===== config.mk =====
export PLATFORM = sky130hd
export DESIGN_NAME = ram8_bank
export DESIGN_NICKNAME = d
export VERILOG_FILES = /design/src/rtl/hack_pkg.sv /design/src/rtl/hack_register.sv /design/src/rtl/ram8_bank.sv
export SDC_FILE = /design/constraint.sdc
export NUM_CORES = 1
export LEC_CHECK = 0
export CAP_MARGIN = 10
export CORE_MARGIN = 1
export CORE_UTILIZATION = 50
export DETAILED_ROUTE_END_ITERATION = 8
export GPL_TIMING_DRIVEN = 0
export MAX_ROUTING_LAYER = met4
export PLACE_DENSITY_LB_ADDON = 0.08
export SYNTH_ARGS = -nofsm -noshare
export SYNTH_HDL_FRONTEND = slang
export SYNTH_SLANG_ARGS = --single-unit

===== constraint.sdc =====
create_clock -name clk -period 2.09 [get_ports clk]
set_input_delay 0.209 -clock clk [delete_from_list [all_inputs] [get_ports clk]]
set_output_delay 0.209 -clock clk [all_outputs]
set_load 0.005 [all_outputs]

===== src/rtl/hack_pkg.sv =====
// hack_pkg: shared widths, depths and the RAM8 FSM state type for the hack RAM hierarchy
package hack_pkg;
    localparam int WORD_W      = 16;
    localparam int RAM8_ADDR_W = 3;
    localparam int RAM8_DEPTH  = 8;
    typedef enum logic {SCRUB, READY} ram8_state_t;
endpackage


===== src/rtl/hack_register.sv =====
// hack_register: WIDTH-bit storage word with load enable and no reset
module hack_register #(
    parameter int WIDTH = 16
) (
    input  logic             clk,
    input  logic             load_i,
    input  logic [WIDTH-1:0] d_i,
    output logic [WIDTH-1:0] q_o
);
    logic [WIDTH-1:0] data_q;
    // capture d_i only on an enabled edge; contents are initialised by the owner's scrub
    always_ff @(posedge clk) begin
        if (load_i) data_q <= d_i;
    end
    assign q_o = data_q;
endmodule


===== src/rtl/ram8_bank.sv =====
// ram8_bank: 8-word register bank with post-reset/clear scrub; RAM8_BANK_BYPASS_EN enables write-through read
module ram8_bank
    import hack_pkg::*;
#(
    parameter int               WIDTH       = WORD_W,
    parameter logic [WIDTH-1:0] CLEAR_VALUE = '0
) (
    input  logic                   clk,
    input  logic                   rst_n,
    input  logic [WIDTH-1:0]       in,
    input  logic                   load,
    input  logic [RAM8_ADDR_W-1:0] address,
    input  logic                   clear,
    output logic [WIDTH-1:0]       out,
    output logic                   busy
);
    ram8_state_t            state_q, state_d;
    logic [RAM8_ADDR_W-1:0] cnt_q, cnt_d;
    logic                   scrub, user_wr, eff_load;
    logic [RAM8_ADDR_W-1:0] eff_addr;
    logic [WIDTH-1:0]       eff_data, rd_word;
    logic [RAM8_DEPTH-1:0]  we;
    logic [WIDTH-1:0]       words [RAM8_DEPTH];

    assign scrub    = (state_q == SCRUB);
    assign busy     = scrub;
    assign user_wr  = load && !clear;
    assign eff_load = rst_n && (scrub || user_wr);
    assign eff_addr = scrub ? cnt_q : address;
    assign eff_data = scrub ? CLEAR_VALUE : in;
    assign we       = eff_load ? (RAM8_DEPTH'(1) << eff_addr) : '0;

    // scrub walks cnt 0..7 then releases; clear (re)starts the walk from word 0
    always_comb begin
        state_d = state_q;
        cnt_d   = cnt_q;
        if (scrub) begin
            cnt_d   = cnt_q + 1'b1;
            state_d = (cnt_q == RAM8_ADDR_W'(RAM8_DEPTH - 1)) ? READY : SCRUB;
        end
        if (clear) begin
            state_d = SCRUB;
            cnt_d   = '0;
        end
    end

    // sequencer state; reset forces a fresh scrub from word 0
    always_ff @(posedge clk) begin
        if (!rst_n) begin
            state_q <= SCRUB;
            cnt_q   <= '0;
        end else begin
            state_q <= state_d;
            cnt_q   <= cnt_d;
        end
    end

    for (genvar i = 0; i < RAM8_DEPTH; i++) begin : g_word
        hack_register #(.WIDTH(WIDTH)) u_word (
            .clk    (clk),
            .load_i (we[i]),
            .d_i    (eff_data),
            .q_o    (words[i])
        );
    end

`ifdef RAM8_BANK_BYPASS_EN
    assign rd_word = user_wr ? in : words[address];
`else
    assign rd_word = words[address];
`endif
    assign out = busy ? CLEAR_VALUE : rd_word;
endmodule


After elaboration in Yosys (flattened, before gate mapping)
Index checks and enable logic that the tools add are counted.
Widths: inputs -> output; s select.
- bits in writable memories: 0
- logic and storage cells: 31
- memories kept: 0
- output and inout bits: 17
- register bits: 132
- memory bits (read-only): 0
- bits in latches: 0
- input bits: 23
- multiplexer cells: 9
- magnitude comparators: 1
- equality and inequality tests: 1
- reductions and logical operators: 5
- divide/modulo/power cells: 0
- add/subtract/negate cells: 1
- bitwise gates (word level): 3
- multipliers: 0
- shift-type cells: 1
- operator list (kind ; count):
    $mux 16 ; 4
    $bmux 16 s3 ; 1
    $mux 8 ; 1
    $shl 1x3->8 const A ; 1
    $ge 4x4->1 const B ; 1
    $not 3->4 ; 1
    $add 3x1->3 const B ; 1
    $eq 3x3->1 const B ; 1
    $mux 3 ; 1
    $logic_and 1x1->1 ; 2
    $mux 1 ; 2
    $not 1->1 ; 2
    $reduce_or 2->1 ; 1
    $logic_not 1->1 ; 1
    $logic_or 1x1->1 ; 1

Longest topological paths before layout
Gate-level depths: netlist (run 1).
- word-level depth: 5
- mapped depth: 6

Hierarchy
A second synthesis (run 1) with hierarchy kept.
- cell total of the unflattened synthesis: 300
- area, all modules: 5343.9 µm²
- modules (own cells, without submodules) (module ; cells each ; sequential area each (µm²) ; area each (µm²) ; instances):
    hack_register ; 16 ; 480.5 ; 480.5 ; 8
    ram8_bank ; 172 ; 80.1 ; 1500.2 ; 1

Worst setup path after synthesis (run 1)
Ideal clock, no wire load.
- path kind: register to register
- from: reg state_q
- to: reg g_word[0].u_word.data_q[0], enable pin
- cell stages (with the launch flop): 5
- library setup time: 388 ps
- arrival time: 1583 ps
- required time: 1702 ps
- path slack: 119 ps
- clock period less this slack: 1971 ps
- buffers on the path: 2
- path through: dfxtp_1 buf_2 buf_1 a22oi_1 nor2_1
- word-level cells in the longest chain between the ends: 4
- ends and longest elaborated chain (what ; line ; text):
    from (decl) ; ram8_bank.sv:17 ; ram8_state_t state_q, state_d;
    from (signal assigned) ; ram8_bank.sv:53 ; state_q <= state_d;
    branches (longest 3 deep; another with $shl 1x3->8) ; -- ;
    $mux 8 (*) ; ram8_bank.sv:31 ; assign we = eff_load ? (RAM8_DEPTH'(1) << eff_addr) : '0;
    named net g_word[0].u_word.load_i ; hack_register.sv:6 ; input logic load_i,
    to (signal assigned) ; hack_register.sv:13 ; if (load_i) data_q <= d_i;
    to (decl) ; hack_register.sv:10 ; logic [WIDTH-1:0] data_q;
Mark *: on every way through the listed nets, which the timed path passes.
A chain may end at the register's enable or synchronous reset.

Worst setup path after layout (run 1)
- from: reg g_word[5].u_word.data_q[13]
- to: out out[13]
- word-level cells in the longest chain between the ends: 4
- ends and longest elaborated chain (what ; line ; text):
    from (decl) ; hack_register.sv:10 ;
    from (signal assigned) ; hack_register.sv:13 ;
    $bmux 16 s3 ; ram8_bank.sv:70 ; assign rd_word = words[address];
    $mux 16 (not written as such) (2 in a row) ; ram8_bank.sv:70 ;
    $mux 16 ; ram8_bank.sv:72 ; assign out = busy ? CLEAR_VALUE : rd_word;
    to (decl) ; ram8_bank.sv:14 ; output logic [WIDTH-1:0] out,
No other way between the ends. The select of a mux whose other input is x is not followed.

==> out/metrics.csv, run 1 <==
stage;metric;value;unit
die;row cnt;37;
finish;Area growth, synth to finish;26.0;%
critical_path;startpoint types;flip-flop;
outcome;failing checks;setup timing;
logic_synthesis;post-synthesis sequential area ratio;0.738;
run;max cap viols;0;
logic_synthesis;mapped cell area;5320;sq um
sta;Final Hold Vio Count;0;
logic_synthesis;YS warnings;0;
critical_path;worst-path fanout max;1;
logic_synthesis;count leader, synth;edfxtp_1;
routing;Vias/cell;5.76;
routing;Final ANT Viol Nets;0;
sta;Pins Over Slew Limit;0;
finish;Finished Core Util;0.649;
clock_network;Clock Tree Buf Depth;2;
critical_path;CP peak stage delay;0.48;ns
die;num ports;40;
logic_synthesis;dominant cells by area after synthesis;edfxtp_1 72%, mux4_2 6.8%, mux2_2 3.4%;
finish;fillers;703;
clock_network;clk root buf;clkbuf_8;
logic_synthesis;main combinational cell family by area after synthesis;multiplexers;
logic_synthesis;Post-synth top cells;128 x edfxtp_1, 18 x nor2b_1, 17 x nor3_1;
clock_network;number of CTS-inserted buffers;17;
sta;Setup violations, final;1;
placed_design;Post-Place Cells;479;
global_routing;Tot GR Track Use;0.231;
sta;unrepaired setup endpoints after global routing;true;
placed_design;RePlAce Congestion;0.699;
logic_synthesis;Adder-Cell Fraction of Synth Area;0.00471;
logic_synthesis;post-synthesis register bit count;132;
routing;WL final;11300;microns
power_and_ir_drop;maximum vdd drop;0.000631;V
sta;Worst-Margin Slew;0.737;ns
placed_design;Port Buffers;37;
global_routing;vias in the first global route;3021;
critical_path;Arr. time, crit path;2.02;ns
global_routing;initial antenna violation count;0;
logic_synthesis;XOR/XNOR Fraction of Synth Area;0;
power_and_ir_drop;PD cells;892;nW/um^2
logic_synthesis;Top FF cell, synth;edfxtp_1;
sta;Max Clock Skew;0.00667;ns
finish;area of the multi-input gates;1420;sq um
logic_synthesis;synthesized area per cell;17.7;sq um
global_routing;largest net degree at the start of global routing;17;
routing;initial drt markers;129;
sta;setup TNS;-0.138;ns
min_path;Hold WC Path Type;primary input to flip-flop;
critical_path;crit end category;primary output;
logic_synthesis;synthesized instance count;300;
clock_network;Setup Buffers After CTS;0;
logic_synthesis;Post-synth EDFFs;128;
placed_design;dpl hpwl;6940;microns
critical_path;critical path required time;1.88;ns
die;DIE AREA;11100;sq um
finish;NumNets Final;387;
die;Core Area;10300;sq um
finish;Final Non-Filler Cells;511;
logic_synthesis;syn_nets;325;
sta;crit path time final;2.23;ns
die;Initial Util;0.515;
logic_synthesis;ys async rst share;0;
clock_network;clock sinks;132;
sta;final worst setup slack;-0.138;ns
critical_path;worst path cell trace;mux4_2 > o22ai_2 > nor3_2 > clkdlybuf4s50_1;
routing;via count;2941;
outcome;status;complete, but fails checks;
routing;DRT Pass-1 Iters;4;
die;Die H;105;microns
routing;DRC viols;0;
logic_synthesis;Synth Area in Compound Gates;0.0496;
finish;ratio of cells with drive above 1 in the final layout;0.304;
logic_synthesis;mux cell area share after synthesis;0.105;
clock_network;CTS tree;built;
sta;relative slew slack;0.506;
finish;flip-flop and latch area;3920;sq um
clock_network;H-tree levels;4;
routing;drt wl/cell;22.1;microns
global_routing;global-route wire length before repair;17200;microns
logic_synthesis;area share of and/or/nand/nor cells after synthesis;0.0760;
global_routing;GR Overflow Total;0;
critical_path;WS Path Type;flip-flop to primary output;
sta;fmax;449;MHz
power_and_ir_drop;Leak Pwr;2.09;nW
clock_network;Worst-path clk slew;0.06;ns
logic_synthesis;Netlist cell types;29;
finish;diode count;0;
logic_synthesis;Yosys top cell area share;0.723;
critical_path;CP max stage cell;mux4_2;
sta;period utilisation layout;1.07;
logic_synthesis;largest area contributor in the netlist;edfxtp_1;
die;Die Wd;105;microns
clock_network;later-pin clock latency in the skew report;0.50;ns
## layout make-up
class	instances	share of cell area
repair buffers	43	0.0689
clock buffers	26	0.0713
multi-input cells	146	0.211
well taps	136	0.0254
clock inverters	6	0.0120
inverters	3	0.00168
flip-flops and latches	132	0.586
plain buffers	19	0.0237
## worst paths after layout
kind | start | endpoint | slack [ns] | cells after the start
max | g_word[5].u_word.q_o[13] | out[13] | -0.14 | 4
min | rst_n | cnt_q[0] | 0.41 | 3
min reg2reg | cnt_q[0] | cnt_q[0] | 0.51 | 2
max reg2reg | state_q | g_word[7].u_word.q_o[9] | 0.10 | 6
## metal layers
layer  track usage  vias up  part of all wire
li1              -     1323                 -
met1         0.307     1509              0.44
met2         0.357      101              0.50
met3        0.0405        8             0.057
met4        0.0946        0            0.0075
met5             -        -                 0
## critical path, delay by kind of cell, from the launching register on
family / cells / cell delay (ns)
compound gates: 1 / 0.16
buf+inv: 1 / 0.46
mux: 1 / 0.48
flops: 1 / 0.35
simple gates: 1 / 0.06
## flip-flops by register name (all words and copies together) (netlist names)
name / cells
state_q: 1
cnt_q: 3
g_word.u_word.q_o: 128
## cell usage in the layout, fill, tap and decap left out, types with 2 or more instances in the layout
cell	instances
nor3_2	6
edfxtp_1	128
buf_4	5
ha_1	2
buf_8	7
nor2_2	4
and2_1	16
a211oi_1	16
clkbuf_8	5
o22ai_2	12
buf_6	3
buf_2	5
o21ai_1	2
clkdlybuf4s15_1	9
inv_1	3
clkbuf_16	16
clkinv_2	4
bufinv_16	2
clkdlybuf4s50_1	22
nor3_1	10
o22ai_1	4
a2bb2oi_1	2
dlymetal6s2s_1	2
nor2_4	4
dfxtp_1	4
clkbuf_2	3
mux2i_1	2
clkbuf_4	2
mux4_2	16
clkbuf_1	7
nor2b_1	18
nor2_1	8
mux2_2	16
## what timing repair did
item | CTS | global route
pin swaps | 4 | 10
hold buffers | 0 | 0
endpoints found under the hold margin | 0 | 0
endpoints found under the setup margin | 76 | 22
gates resized for setup | 42 | 25
## stage by stage
stage	setup slack [ns]	power [mW]	cell area [sq um]	hold slack, ns
after floorplan	0.119	3.11	5320	0.411
after global placement	-1.05	3.21	5860	0.504
after detailed placement	-0.632	3.23	5980	0.500
after CTS	-0.180	6.00	6640	0.387
after global routing	-0.211	6.14	6700	0.435
final	-0.138	5.97	6700	0.411
## cells by family after synthesis
kind of cell,Yosys count
simple gates,72
fa+ha+maj,2
compound gates,38
mux,34
buf+inv,22
flops,132
## report_power, final
| part | switching (mW) | total (mW) | internal (mW) |
|---|---|---|---|
| Clock | 0.993 | 2.78 | 1.78 |
| Sequential | 0.00953 | 2.91 | 2.90 |
| Combinational | 0.143 | 0.284 | 0.141 |
Note: power is estimated with default switching activity, not from simulation.
==> run 2: changes to the inputs <==
--- a/config.mk
+++ b/config.mk
@@ -7,7 +7,7 @@
 export LEC_CHECK = 0
 export CAP_MARGIN = 10
 export CORE_MARGIN = 1
-export CORE_UTILIZATION = 50
+export CORE_UTILIZATION = 35
 export DETAILED_ROUTE_END_ITERATION = 8
 export GPL_TIMING_DRIVEN = 0
 export MAX_ROUTING_LAYER = met4
==> out/metrics.csv, run 2 (synthesis gave the netlist of run 1 again) <==
stage;metric;value;unit
outcome;status;complete, but fails checks;
outcome;failing checks;DRC;
finish;Final Non-Filler Cells;563;
routing;DRT Pass-1 Iters;8;
run;max cap viols;0;
critical_path;R2R Setup Slk;0.09;ns
finish;Area growth, synth to finish;29.9;%
die;num ports;40;
clock_network;Post-CTS Hold Buffers;0;
global_routing;Tot GR Track Use;0.177;
clock_network;later-pin clock latency in the skew report;0.41;ns
clock_network;clock sinks;132;
finish;Largest register FFs;128;
finish;NumNets Final;391;
critical_path;r2r endpoint;g_word[6].u_word.q_o[11];
sta;Pins Over Slew Limit;0;
routing;Final ANT Viol Nets;0;
placed_design;Port Buffers;37;
sta;Final Hold Slack;0.518;ns
finish;ratio of cells with drive above 1 in the final layout;0.325;
critical_path;startpoint types;flip-flop;
power_and_ir_drop;maximum vdd drop;0.000511;V
die;DIE AREA;15700;sq um
finish;most common cell after layout, fill and taps aside;edfxtp_1;
routing;WL final;12200;microns
critical_path;critical path required time;1.88;ns
routing;Vias/cell;5.13;
sta;final worst setup slack;0.0798;ns
finish;Finished Core Util;0.470;
clock_network;Worst-path clk slew;0.05;ns
clock_network;CTS tree;built;
critical_path;worst path cell trace;mux4_2 > o22ai_2 > nor3_4 > dlygate4sd2_1;
placed_design;dpl hpwl;7750;microns
die;Initial Util;0.362;
min_path;WHS Endpoint;state_q;
routing;DRC viols;1;
sta;unrepaired setup endpoints after global routing;true;
global_routing;global-route wire length before repair;19000;microns
critical_path;Reg2Reg Depth;6;
sta;Max Clock Skew;0.00657;ns
clock_network;clk root buf;clkbuf_16;
sta;fmax;497;MHz
power_and_ir_drop;PD cells;867;nW/um^2
sta;setup TNS;0;ns
critical_path;CP max stage cell;mux4_2;
power_and_ir_drop;Leak Pwr;2.17;nW
global_routing;initial antenna violation count;0;
die;Core Area;14700;sq um
clock_network;Clock Tree Buf Depth;2;
sta;Final Hold Vio Count;0;
critical_path;WS Path Type;flip-flop to primary output;
die;Die Wd;125;microns
sta;crit path time final;2.01;ns
finish;fillers;1266;
critical_path;worst-path fanout max;1;
critical_path;CP peak stage delay;0.49;ns
finish;most frequent cells in the layout;128 x edfxtp_1, 21 x clkdlybuf4s50_1, 18 x nor2b_1, 18 x clkbuf_16;
sta;Worst-Margin Slew;0.647;ns
sta;period utilisation layout;0.962;
critical_path;Crit path max-delay family;multiplexers;
routing;via count;2891;
sta;relative slew slack;0.566;
routing;initial drt markers;155;
critical_path;Arr. time, crit path;1.80;ns
sta;Setup violations, final;0;
min_path;Hold Crit Start;rst_n;
critical_path;crit end category;primary output;
global_routing;GR Overflow Total;0;
finish;diode count;0;
die;Die H;125;microns
global_routing;largest net degree at the start of global routing;17;
routing;drt wl/cell;21.7;microns
placed_design;Post-Place Cells;529;
die;row cnt;44;
clock_network;H-tree levels;4;
placed_design;pre-CTS setup slack;-0.736;ns
min_path;worst hold path depth;3;
critical_path;crit path buf inv count;1;
critical_path;Reg2Reg Launch Point;state_q;
clock_network;number of CTS-inserted buffers;17;
placed_design;RePlAce Congestion;0.730;
global_routing;vias in the first global route;3105;
min_path;Hold WC Path Type;primary input to flip-flop;
run 2: what timing repair did:
| item | CTS | global route |
|---|---|---|
| setup endpoints to repair | 45 | 60 |
| pin swaps | 2 | 1 |
| setup buffers | 2 | 0 |
| gates resized for setup | 59 | 5 |
run 2: routing by layer:
layer / vias to the layer above / share of wire / GRT usage / wire length, microns
met5: - / 0 / - / 0
li1: 1329 / - / - / -
met2: 73 / 0.49 / 0.278 / 6010
met1: 1479 / 0.46 / 0.226 / 5580
met3: 10 / 0.036 / 0.0441 / 443
met4: 0 / 0.013 / 0.0538 / 156
run 2: metrics by stage:
stage	cell area, sq um	power [mW]
floorplan	5320	3.11
global placement	5920	3.22
detailed placement	6100	3.24
CTS	6890	6.05
global route	6910	6.17
finish	6910	5.99
run 2: worst max-delay path by stage:
| stage | cells past startpoint | startpoint | endpoint |
|---|---|---|---|
| after floorplan | 4 | state_q | g_word[0].u_word.q_o[0] |
| after global placement | 4 | state_q | g_word[0].u_word.q_o[11] |
| after detailed placement | 6 | address[1] | out[6] |
| after CTS | 4 | g_word[0].u_word.q_o[6] | out[6] |
| after global routing | 5 | state_q | g_word[0].u_word.q_o[11] |
| final | 4 | g_word[5].u_word.q_o[15] | out[15] |
run 2: worst register-to-register path: cells and delay by family (launching register included):
kind	cells	cell delay, ns
AO/OA/AOI/OAI	1	0.21
buffers and inverters	4	0.72
flip-flops	1	0.30
AND/OR/NAND/NOR	1	0.48
run 2: where the power goes:
group | internal (mW) | switching, mW | total [mW]
sequential | 2.90 | 0.00904 | 2.91
combinational | 0.156 | 0.154 | 0.310
clock | 1.72 | 1.04 | 2.77
run 2: cell type report:
cell class / count / area (sq um) / share of cell area
repair buffers: 47 / 544 / 0.0788
clock inverters: 13 / 116 / 0.0168
plain buffers: 19 / 183 / 0.0264
inverters: 3 / 11.3 / 0.00163
flip-flops and latches: 132 / 3920 / 0.568
multi-input cells: 146 / 1470 / 0.212
well taps: 184 / 230 / 0.0333
clock buffers: 19 / 433 / 0.0627
==> variant, RTL diff (flow settings as in run 1) <==
Build with the macro `RAM8_BANK_BYPASS_EN` defined.
--- a/src/rtl/ram8_bank.sv
+++ b/src/rtl/ram8_bank.sv
@@ -1,2 +1,4 @@
 // ram8_bank: 8-word register bank with post-reset/clear scrub; RAM8_BANK_BYPASS_EN enables write-through read
+`define RAM8_BANK_BYPASS_EN
+
 module ram8_bank
Behaviour: not the same (a bounded check fails within 10 cycles, from zero or initial values).
==> variant against run 1 <==
- power down 0.62%
- routed wire length is 6.1% higher
- the run still ends with setup timing left
- clock skew increased by 0.0035 ns
- sequential cell count unchanged
- area after synthesis increased by 3.7%
- global-route usage fell by 0.12 points
- setup slack gained 0.12 ns
- worst hold slack worse by 0.22 ns
- design area up 4.0%
- register-to-register slack got worse by 0.12 ns
- critical path type is now flip-flop to flip-flop
- critical endpoint is now g_word[1].u_word.q_o[11]
==> variant: results <==
[run_status]
status = complete, but fails checks
violations = setup timing

[route]
drtPass1Iterations = 5
drt_iter0_markers = 205
postRouteAntennaNets = 0
drt_wl_total_um = 12000
routed_via_density = 5.77

[synthesis]
avgSynthCellArea_um2 = 17.2
synth_common_cells = edfxtp_1 (128), nor2_1 (30), mux2_2 (26)
synth_nets = 346
yosys_warnings = 0
synth_area_leaders = edfxtp_1 (70%), mux4_2 (5.7%), mux2_2 (5.3%)
synth-compound-area-share_pct = 5.20
ys_seq_area_share_pct = 71.2
synth_xor_area_share_pct = 0
synthMuxAreaShare_pct = 13.4
synth.distinct_cells = 30
synthAdderAreaFrac_pct = 0.454

[sta]
tns_ns = -0.138
whs_ns = 0.189
setup_violations = 8
slew_violations = 0
clock_skew_ns = 0.0102
tightest_slew_ns = 0.649
setup_slack_ns = -0.0189

[finish]
antenna_cells = 0
largest_reg_flops = 128
drive_above_1_share_pct = 38.1
final_cells = 543
layout.nets = 420

[hold_path]
min_from = clear
hold_path_end = state_q
hold_class = input port to flip-flop

[placement]
dp_cells = 503
io_buffer_count = 38
place_congestion = 0.723
postPlaceCellArea_mm2 = 0.00621
dp_hpwl_um = 7660
preCtsSetupSlack_ns = -0.735

[power]
ir_drop_mv = 0.667
leakage_nw = 2.27
p_int_mw = 4.72
comb_power_share_pct = 4.7
comb_power_mw = 0.279

[grt]
grt_use_total_pct = 23.0
grt_pass1_vias = 3251
antenna_found_initial = 0
grt_pass1_wl_um = 18000

[clocking]
ctsResizeCount = 79
clock_latency_ns = 0.51
postCtsSetupRepairBufs = 2
clkTransAtPathRegs_ns = 0.06
cts_root_buffer = clkbuf_8
cts_made_buffers = 17
cts_buffer_depth = 2

[critical_path]
crit_fanout = 9
crit_path_start = state_q
worstPathArrival_ns = 2.32
crit_end = g_word[1].u_word.q_o[11]
worstRegToRegCells = 6
variant: cell count changes after synthesis, sizes merged, moves of 10 or more:
cell,change
nor3,-16
nor2,+14
nand2,+17
mux2,+10
nor2b,-11
o31ai,+16
a211oi,-16
variant: worst max-delay path: stages (launching register included):
cell and delay, ns:
dfxtp_2 0.34, buf_6 0.12, buf_4 0.16, nor2b_1 0.24, a2bb2oi_1 0.17, nor2_2 0.53
buf_6 0.25
variant: cell type report:
cell class,instances,area (µm²)
flip-flops and latches,132,3930
fillers,733,3540
multi-input cells,167,1540
repair buffers,56,567
clock buffers,17,414
plain buffers,18,208
well taps,136,170
clock inverters,14,138
inverters,3,11.3
variant: layer usage:
| layer | wire length [µm] | global-route usage (%) |
|---|---|---|
| met5 | 0 | - |
| met4 | 58 | 7.34 |
| met3 | 636 | 4.26 |
| met2 | 6220 | 37.3 |
| met1 | 5050 | 29.6 |
